**config.mk**
```make
export PLATFORM = sky130hd
export DESIGN_NAME = qft_frame_sequencer_flat
export DESIGN_NICKNAME = d
export VERILOG_FILES = /design/src/rtl/qft_frame_sequencer_if.sv /design/src/rtl/qft_frame_sequencer.sv /design/src/flat_wrapper.sv
export SDC_FILE = /design/constraint.sdc
export NUM_CORES = 1
export LEC_CHECK = 0
export ABC_AREA = 1
export ABC_CLOCK_PERIOD_IN_PS = 1900
export BUFFER_PORTS_ARGS = -buffer_cell sky130_fd_sc_hd__buf_2
export CAP_MARGIN = 20
export CORE_ASPECT_RATIO = 0.75
export CORE_MARGIN = 3
export CORE_UTILIZATION = 30
export DETAILED_ROUTE_END_ITERATION = 8
export SLEW_MARGIN = 30
export SYNTH_ARGS = -nofsm -noshare
export SYNTH_HDL_FRONTEND = slang
export SYNTH_SLANG_ARGS = --single-unit
export TNS_END_PERCENT = 5
```
**constraint.sdc**
```tcl
create_clock -name clk -period 1.9 [get_ports clk]
set_input_delay 0.095 -clock clk [delete_from_list [all_inputs] [get_ports clk]]
set_output_delay 0.095 -clock clk [all_outputs]
set_load 0.01 [all_outputs]
```
**src/rtl/qft_frame_sequencer_if.sv**
```systemverilog
`default_nettype none
// ============================================================================
// Module      : qft_frame_sequencer_if
// Description : Sample stream, datapath and result stream signals of the
//               QFT frame sequencer. The sequencer connects to the slave
//               modport and its environment connects to the master modport.
// Revision    : 1.0 - initial release
// ============================================================================
interface qft_frame_sequencer_if #(
  parameter int IN_W  = 8,
  parameter int OUT_W = 13
);
  // Sample stream into the sequencer
  logic                    s_valid;
  logic                    s_ready;
  logic signed [IN_W-1:0]  s_re;
  logic signed [IN_W-1:0]  s_im;

  // Combinational QFT datapath around the sequencer
  logic [4*IN_W-1:0]       dp_in_re;
  logic [4*IN_W-1:0]       dp_in_im;
  logic [4*OUT_W-1:0]      dp_out_re;
  logic [4*OUT_W-1:0]      dp_out_im;

  // Result stream out of the sequencer
  logic                    m_valid;
  logic                    m_ready;
  logic signed [OUT_W-1:0] m_re;
  logic signed [OUT_W-1:0] m_im;
  logic [1:0]              m_idx;
  logic                    m_last;

  modport slave (
    input  s_valid, s_re, s_im, dp_out_re, dp_out_im, m_ready,
    output s_ready, dp_in_re, dp_in_im, m_valid, m_re, m_im, m_idx, m_last
  );

  modport master (
    output s_valid, s_re, s_im, dp_out_re, dp_out_im, m_ready,
    input  s_ready, dp_in_re, dp_in_im, m_valid, m_re, m_im, m_idx, m_last
  );
endinterface
`default_nettype wire

```
**src/rtl/qft_frame_sequencer.sv**
```systemverilog
`default_nettype none
// ============================================================================
// Module      : qft_frame_sequencer
// Description : Frame controller for the combinational 4-point QFT datapath.
//               Loads 4 complex samples into the datapath input registers,
//               waits LAT+1 settle cycles, captures the 4 results and streams
//               them out under valid/ready backpressure.
//               Optional macro QFT_SEQ_NORM_EN: captured results are
//               arithmetically shifted right by 1 (1/sqrt(4) normalization).
// Revision    : 1.0 - initial release
// ============================================================================
module qft_frame_sequencer #(
  parameter int IN_W  = 8,
  parameter int OUT_W = 13,
  parameter int LAT   = 1
) (
  input  logic                        clk,
  input  logic                        rst_n,
  input  logic                        flush,
  output logic                        busy,
  qft_frame_sequencer_if.slave        sq_if
);

  localparam logic [3:0] c_LAT = LAT[3:0];

  typedef enum logic [1:0] {
    ST_LOAD  = 2'd0,
    ST_WAIT  = 2'd1,
    ST_DRAIN = 2'd2
  } state_t;

  state_t     state_q, state_d;
  logic [1:0] ld_idx_q, ld_idx_d;
  logic [1:0] dr_idx_q, dr_idx_d;
  logic [3:0] wcnt_q, wcnt_d;

  logic [4*IN_W-1:0]       dp_in_re_q, dp_in_im_q;
  logic signed [OUT_W-1:0] buf_re_q [4];
  logic signed [OUT_W-1:0] buf_im_q [4];
  logic signed [OUT_W-1:0] cap_re   [4];
  logic signed [OUT_W-1:0] cap_im   [4];

  logic s_fire, capture;

  // flush outranks every handshake, so a coincident sample or capture is lost
  assign s_fire  = (state_q == ST_LOAD) && sq_if.s_valid && !flush;
  assign capture = (state_q == ST_WAIT) && (wcnt_q == c_LAT) && !flush;

  // Values written into the output buffer at capture time
  generate
    for (genvar k = 0; k < 4; k++) begin : g_cap
`ifdef QFT_SEQ_NORM_EN
      assign cap_re[k] = $signed(sq_if.dp_out_re[OUT_W*k +: OUT_W]) >>> 1;
      assign cap_im[k] = $signed(sq_if.dp_out_im[OUT_W*k +: OUT_W]) >>> 1;
`else
      assign cap_re[k] = $signed(sq_if.dp_out_re[OUT_W*k +: OUT_W]);
      assign cap_im[k] = $signed(sq_if.dp_out_im[OUT_W*k +: OUT_W]);
`endif
    end
  endgenerate

  // State and counter registers
  always_ff @(posedge clk or negedge rst_n) begin
    if (!rst_n) begin
      state_q  <= ST_LOAD;
      ld_idx_q <= 2'd0;
      dr_idx_q <= 2'd0;
      wcnt_q   <= 4'd0;
    end else begin
      state_q  <= state_d;
      ld_idx_q <= ld_idx_d;
      dr_idx_q <= dr_idx_d;
      wcnt_q   <= wcnt_d;
    end
  end

  // Next-state logic; the state changes exactly at index 3, never by wrap
  always_comb begin
    state_d  = state_q;
    ld_idx_d = ld_idx_q;
    dr_idx_d = dr_idx_q;
    wcnt_d   = wcnt_q;
    if (flush) begin
      state_d  = ST_LOAD;
      ld_idx_d = 2'd0;
      dr_idx_d = 2'd0;
      wcnt_d   = 4'd0;
    end else begin
      unique case (state_q)
        ST_LOAD: begin
          if (sq_if.s_valid) begin
            if (ld_idx_q == 2'd3) begin
              ld_idx_d = 2'd0;
              wcnt_d   = 4'd0;
              state_d  = ST_WAIT;
            end else begin
              ld_idx_d = ld_idx_q + 2'd1;
            end
          end
        end
        ST_WAIT: begin
          if (wcnt_q == c_LAT) begin
            dr_idx_d = 2'd0;
            state_d  = ST_DRAIN;
          end else begin
            wcnt_d = wcnt_q + 4'd1;
          end
        end
        ST_DRAIN: begin
          if (sq_if.m_ready) begin
            if (dr_idx_q == 2'd3) begin
              dr_idx_d = 2'd0;
              state_d  = ST_LOAD;
            end else begin
              dr_idx_d = dr_idx_q + 2'd1;
            end
          end
        end
        default: state_d = ST_LOAD;
      endcase
    end
  end

  // Datapath input frame: written only by accepted samples, held otherwise
  always_ff @(posedge clk or negedge rst_n) begin
    if (!rst_n) begin
      dp_in_re_q <= '0;
      dp_in_im_q <= '0;
    end else if (s_fire) begin
      for (int k = 0; k < 4; k++) begin
        if (ld_idx_q == 2'(k)) begin
          dp_in_re_q[IN_W*k +: IN_W] <= sq_if.s_re;
          dp_in_im_q[IN_W*k +: IN_W] <= sq_if.s_im;
        end
      end
    end
  end

  // Output buffer: loaded once per frame when the datapath has settled
  always_ff @(posedge clk or negedge rst_n) begin
    if (!rst_n) begin
      for (int k = 0; k < 4; k++) begin
        buf_re_q[k] <= '0;
        buf_im_q[k] <= '0;
      end
    end else if (capture) begin
      for (int k = 0; k < 4; k++) begin
        buf_re_q[k] <= cap_re[k];
        buf_im_q[k] <= cap_im[k];
      end
    end
  end

  // Outputs decode registered state only; no input-to-output paths
  assign sq_if.s_ready  = (state_q == ST_LOAD);
  assign sq_if.m_valid  = (state_q == ST_DRAIN);
  assign sq_if.m_re     = buf_re_q[dr_idx_q];
  assign sq_if.m_im     = buf_im_q[dr_idx_q];
  assign sq_if.m_idx    = dr_idx_q;
  assign sq_if.m_last   = (state_q == ST_DRAIN) && (dr_idx_q == 2'd3);
  assign sq_if.dp_in_re = dp_in_re_q;
  assign sq_if.dp_in_im = dp_in_im_q;
  assign busy           = (state_q != ST_LOAD);

endmodule
`default_nettype wire
```
**src/flat_wrapper.sv**
```systemverilog
// flat-port wrapper written by rule: the top's interface ports become plain ports
module qft_frame_sequencer_flat 
#(
  parameter int IN_W  = 8,
  parameter int OUT_W = 13,
  parameter int LAT   = 1
)
  (clk, rst_n, flush, busy, sq_if_s_valid, sq_if_s_re, sq_if_s_im, sq_if_dp_out_re, sq_if_dp_out_im, sq_if_m_ready, sq_if_s_ready, sq_if_dp_in_re, sq_if_dp_in_im, sq_if_m_valid, sq_if_m_re, sq_if_m_im, sq_if_m_idx, sq_if_m_last);
  qft_frame_sequencer_if #(.IN_W(IN_W), .OUT_W(OUT_W)) sq_if_i ();
  input  logic clk;
  input  logic rst_n;
  input  logic flush;
  output logic busy;
  input wire logic [$bits(sq_if_i.s_valid)-1:0] sq_if_s_valid;
  input wire logic [$bits(sq_if_i.s_re)-1:0] sq_if_s_re;
  input wire logic [$bits(sq_if_i.s_im)-1:0] sq_if_s_im;
  input wire logic [$bits(sq_if_i.dp_out_re)-1:0] sq_if_dp_out_re;
  input wire logic [$bits(sq_if_i.dp_out_im)-1:0] sq_if_dp_out_im;
  input wire logic [$bits(sq_if_i.m_ready)-1:0] sq_if_m_ready;
  output wire logic [$bits(sq_if_i.s_ready)-1:0] sq_if_s_ready;
  output wire logic [$bits(sq_if_i.dp_in_re)-1:0] sq_if_dp_in_re;
  output wire logic [$bits(sq_if_i.dp_in_im)-1:0] sq_if_dp_in_im;
  output wire logic [$bits(sq_if_i.m_valid)-1:0] sq_if_m_valid;
  output wire logic [$bits(sq_if_i.m_re)-1:0] sq_if_m_re;
  output wire logic [$bits(sq_if_i.m_im)-1:0] sq_if_m_im;
  output wire logic [$bits(sq_if_i.m_idx)-1:0] sq_if_m_idx;
  output wire logic [$bits(sq_if_i.m_last)-1:0] sq_if_m_last;
  assign sq_if_i.s_valid = sq_if_s_valid;
  assign sq_if_i.s_re = sq_if_s_re;
  assign sq_if_i.s_im = sq_if_s_im;
  assign sq_if_i.dp_out_re = sq_if_dp_out_re;
  assign sq_if_i.dp_out_im = sq_if_dp_out_im;
  assign sq_if_i.m_ready = sq_if_m_ready;
  assign sq_if_s_ready = sq_if_i.s_ready;
  assign sq_if_dp_in_re = sq_if_i.dp_in_re;
  assign sq_if_dp_in_im = sq_if_i.dp_in_im;
  assign sq_if_m_valid = sq_if_i.m_valid;
  assign sq_if_m_re = sq_if_i.m_re;
  assign sq_if_m_im = sq_if_i.m_im;
  assign sq_if_m_idx = sq_if_i.m_idx;
  assign sq_if_m_last = sq_if_i.m_last;
  qft_frame_sequencer #(.IN_W(IN_W), .OUT_W(OUT_W), .LAT(LAT)) u_core (.clk(clk), .rst_n(rst_n), .flush(flush), .busy(busy), .sq_if(sq_if_i));
endmodule
```
==> out/metrics.yaml <==
setup_path:
  endpoint_kind: "output pin"
  cp_slowest_cell: "dfrtp_2"
  crit_path_max_fanout: 53
  path_cells: "buf_12 > o21ai_0 > o22ai_1 > buf_2"
  arrival_ns: 1.78
  r2r-start: "u_core.state_q[0]$_DFFE_PN0P_"
  crit_type: "register to output pin"
  crit_path_start_kind: "register"
  critPathMaxStageDelay_ns: 0.43
  r2r_cells: 6
  crit_start: "u_core.sq_if.m_idx[0]$_DFFE_PN0P_"
  crit_required_ns: 1.80
place:
  dp_slack_ns: 0.242
  portBuffers: 220
  hpwlAfterDp_microns: 15000
  dpl_cell_area_sq_mm: 0.00905
  place.gp.congestion: 0.795
global_route:
  grt_overflow: 0
  antenna_found_initial: 0
  grt_usage: 0.176
  grt_pass1_vias: 7147
  grt_first_pass_wirelength_microns: 38000
  grt_start_max_net_pins: 88
final_layout:
  design_area_sq_mm: 0.0109
  register_area_sq_mm: 0.00446
  fin_util: 0.445
  area_growth_pct: 43.5
  drive_gt1_frac: 0.228
  multi_input_area_sq_mm: 0.00276
  nNetsFinal: 1358
  fillCellCount: 2432
timing:
  worst_hold_slack_ns: 0.0187
  slew_headroom: 0.610
  drv_slew: 0
  hold_viol: 0
  tns_ns: 0
  setup-violations-final: 0
  fin_ws_ns: 0.0286
  max_freq_ghz: 0.534
  finClkSkew_ns: 0.0130
  tightest_slew_ns: 0.583
  period_minus_slack_ns: 1.87
  grt_setup_unrepaired: "yes"
  period_share: 0.985
power:
  ir_drop_uv: 601
  p_leak_nw: 5.98
  power_density_mw_per_mm2: 857
logic_synthesis:
  syn-num-nets: 1033
  synth.area.mux_share: 0
  yosys_warnings: 0
  netlist_area_sq_mm: 0.00757
  synth_compound_area_frac: 0.101
  syn_area_per_cell_sq_um: 8.40
  yosys.area_share.adder: 0.0116
  yosysSeqAreaShare: 0.589
  ys_types: 24
  synth_xor_area_frac: 0
  synth_top_family_by_area: "simple AND/OR/NAND/NOR gates"
  synth_seq_cells: 178
  yosys.area_share.simple: 0.251
  syn_inst: 901
clock_network:
  cts_sinks: 178
  cts_htree_levels: 4
  clockRootBuffer: "clkbuf_16"
  clkTransAtPathRegs_ns: 0.07
  cts_tree: "yes"
  postCtsSetupBuffers: 0
  clk_latency_ns: 0.43
  clock_path_buffers: 2
  numCtsBuffers: 17
die:
  initial_core_util: 0.310
  rows: 49
  die_h_microns: 144
  die_w_microns: 189
  die-area_sq_mm: 0.0272
  core_area_sq_mm: 0.0244
  io_pins: 221
min_path:
  min-delay-start: "flush"
  min_path_cells: 4
  min_path_type: "input pin to register"
drt:
  routed_wl_microns: 23800
  initialDrtViolationCount: 533
  routed_via_density: 4.49
  antenna_left: 0
  num_vias: 7052
  drt_first_pass_iters: 5
  wire_per_inst_microns: 15.1
  drc: 0
outcome:
  status: "finished clean"
flow_run:
  cap_violations: 0
==> routing by layer <==
metal	GRT usage	wire length, microns	vias up	share of wire
met1	0.236	11000	3335	0.46
met2	0.282	11000	184	0.46
met5	0	0	-	0
li1	-	-	3502	-
met4	0.0548	425	0	0.018
met3	0.0439	1250	31	0.052
==> synthesized netlist by cell type <==
cell type,count,area share
o21ai_1,40,0.026
nand4_1,2,0.0017
or2_2,3,0.0025
o22ai_1,26,0.021
buf_2,24,0.016
buf_4,2,0.0020
inv_2,2,0.00099
buf_6,4,0.0060
nor3_4,1,0.0021
clkbuf_1,19,0.0094
buf_1,1,0.00050
dfrtp_1,178,0.59
nand3_1,8,0.0053
nor3_1,1,0.00066
nand2_1,408,0.20
clkinv_1,1,0.00050
o21ai_0,79,0.052
nor2_1,63,0.031
ha_1,7,0.012
a21oi_1,1,0.00066
nand2_2,4,0.0033
nor2_2,1,0.00083
nor2_4,1,0.0015
inv_1,25,0.012
==> logic make-up (layout without fill, tap and decap cells) <==
family / after synthesis / after routing
compound gates: 146 / 146
fa+ha+maj: 7 / 7
buf+inv: 78 / 415
flops: 178 / 178
other cells: 0 / 1
simple gates: 492 / 492
==> state kept, by name (all words and copies together) (netlist names) <==
| register | flops |
|---|---|
| u_core.ld_idx_q | 2 |
| u_core.sq_if.m_idx | 2 |
| u_core.sq_if.dp_in_re | 32 |
| u_core.sq_if.dp_in_im | 32 |
| u_core.buf_im_q | 52 |
| u_core.wcnt_q | 4 |
| u_core.state_q | 2 |
| u_core.buf_re_q | 52 |
==> power breakdown <==
group | total, mW | internal (mW) | leakage [nW] | switching [mW]
clock network | 3.51 | 1.97 | 0.272 | 1.54
logic | 1.44 | 0.677 | 3.29 | 0.759
registers | 4.37 | 4.16 | 2.41 | 0.214
total | 9.31 | 6.81 | 5.98 | 2.51
==> cell usage in the layout (no fill, tap or decap), types with 3 or more instances in the layout <==
cell type	Yosys	final
inv_6	0	3
clkinvlp_4	0	5
clkbuf_16	0	18
ha_1	7	7
inv_1	25	25
nor2_1	63	63
dfrtp_1	178	177
buf_4	2	7
nand3_1	8	8
o21ai_0	79	78
o22ai_1	26	26
buf_2	24	219
nand2_2	4	4
or2_2	3	3
dlygate4sd3_1	0	119
nand2_1	408	407
buf_12	0	8
clkinv_2	0	3
o21ai_1	40	41
==> final timing paths <==
check	to	slack, ns
setup / recovery	sq_if_m_im[5]	0.03
hold / removal	u_core.wcnt_q[2]$_DFFE_PN0P_	0.02
setup reg to reg	u_core.sq_if.dp_in_im[22]$_DFFE_PN0P_	0.23
hold reg to reg	u_core.buf_im_q[29]$_DFFE_PN0P_	0.47
max in group asynchronous	u_core.sq_if.m_idx[0]$_DFFE_PN0P_	1.06
min in group asynchronous	u_core.sq_if.dp_in_re[17]$_DFFE_PN0P_	0.13
==> critical path: cells and delay by family (launching register included) <==
kind	cells	cell delay [ns]
buf+inv	2	0.47
compound gates	2	0.43
flops	1	0.43
==> area by class of cell <==
type	count	area share
flip-flops and latches	178	0.410
well taps	331	0.0381
repair buffers	356	0.234
clock inverters	12	0.0121
inverters	28	0.0100
clock buffers	19	0.0408
multi-input cells	645	0.254
diodes	1	0.000230
==> per-stage QoR <==
stage	power [mW]	instances
2_1_floorplan	4.93	901
4_1_cts	9.44	1568
3_3_place_gp	5.68	1418
5_1_grt	9.78	1569
6_report	9.31	1570
3_5_place_dp	5.70	1418
==> repair_timing <==
action	CTS	global route
gates resized for setup	1	5
cloned	0	1
endpoints found under the setup margin	5	5
hold buffers	119	0
hold endpoints to repair	298	0
No activity file was read; power rests on OpenSTA's default activity.
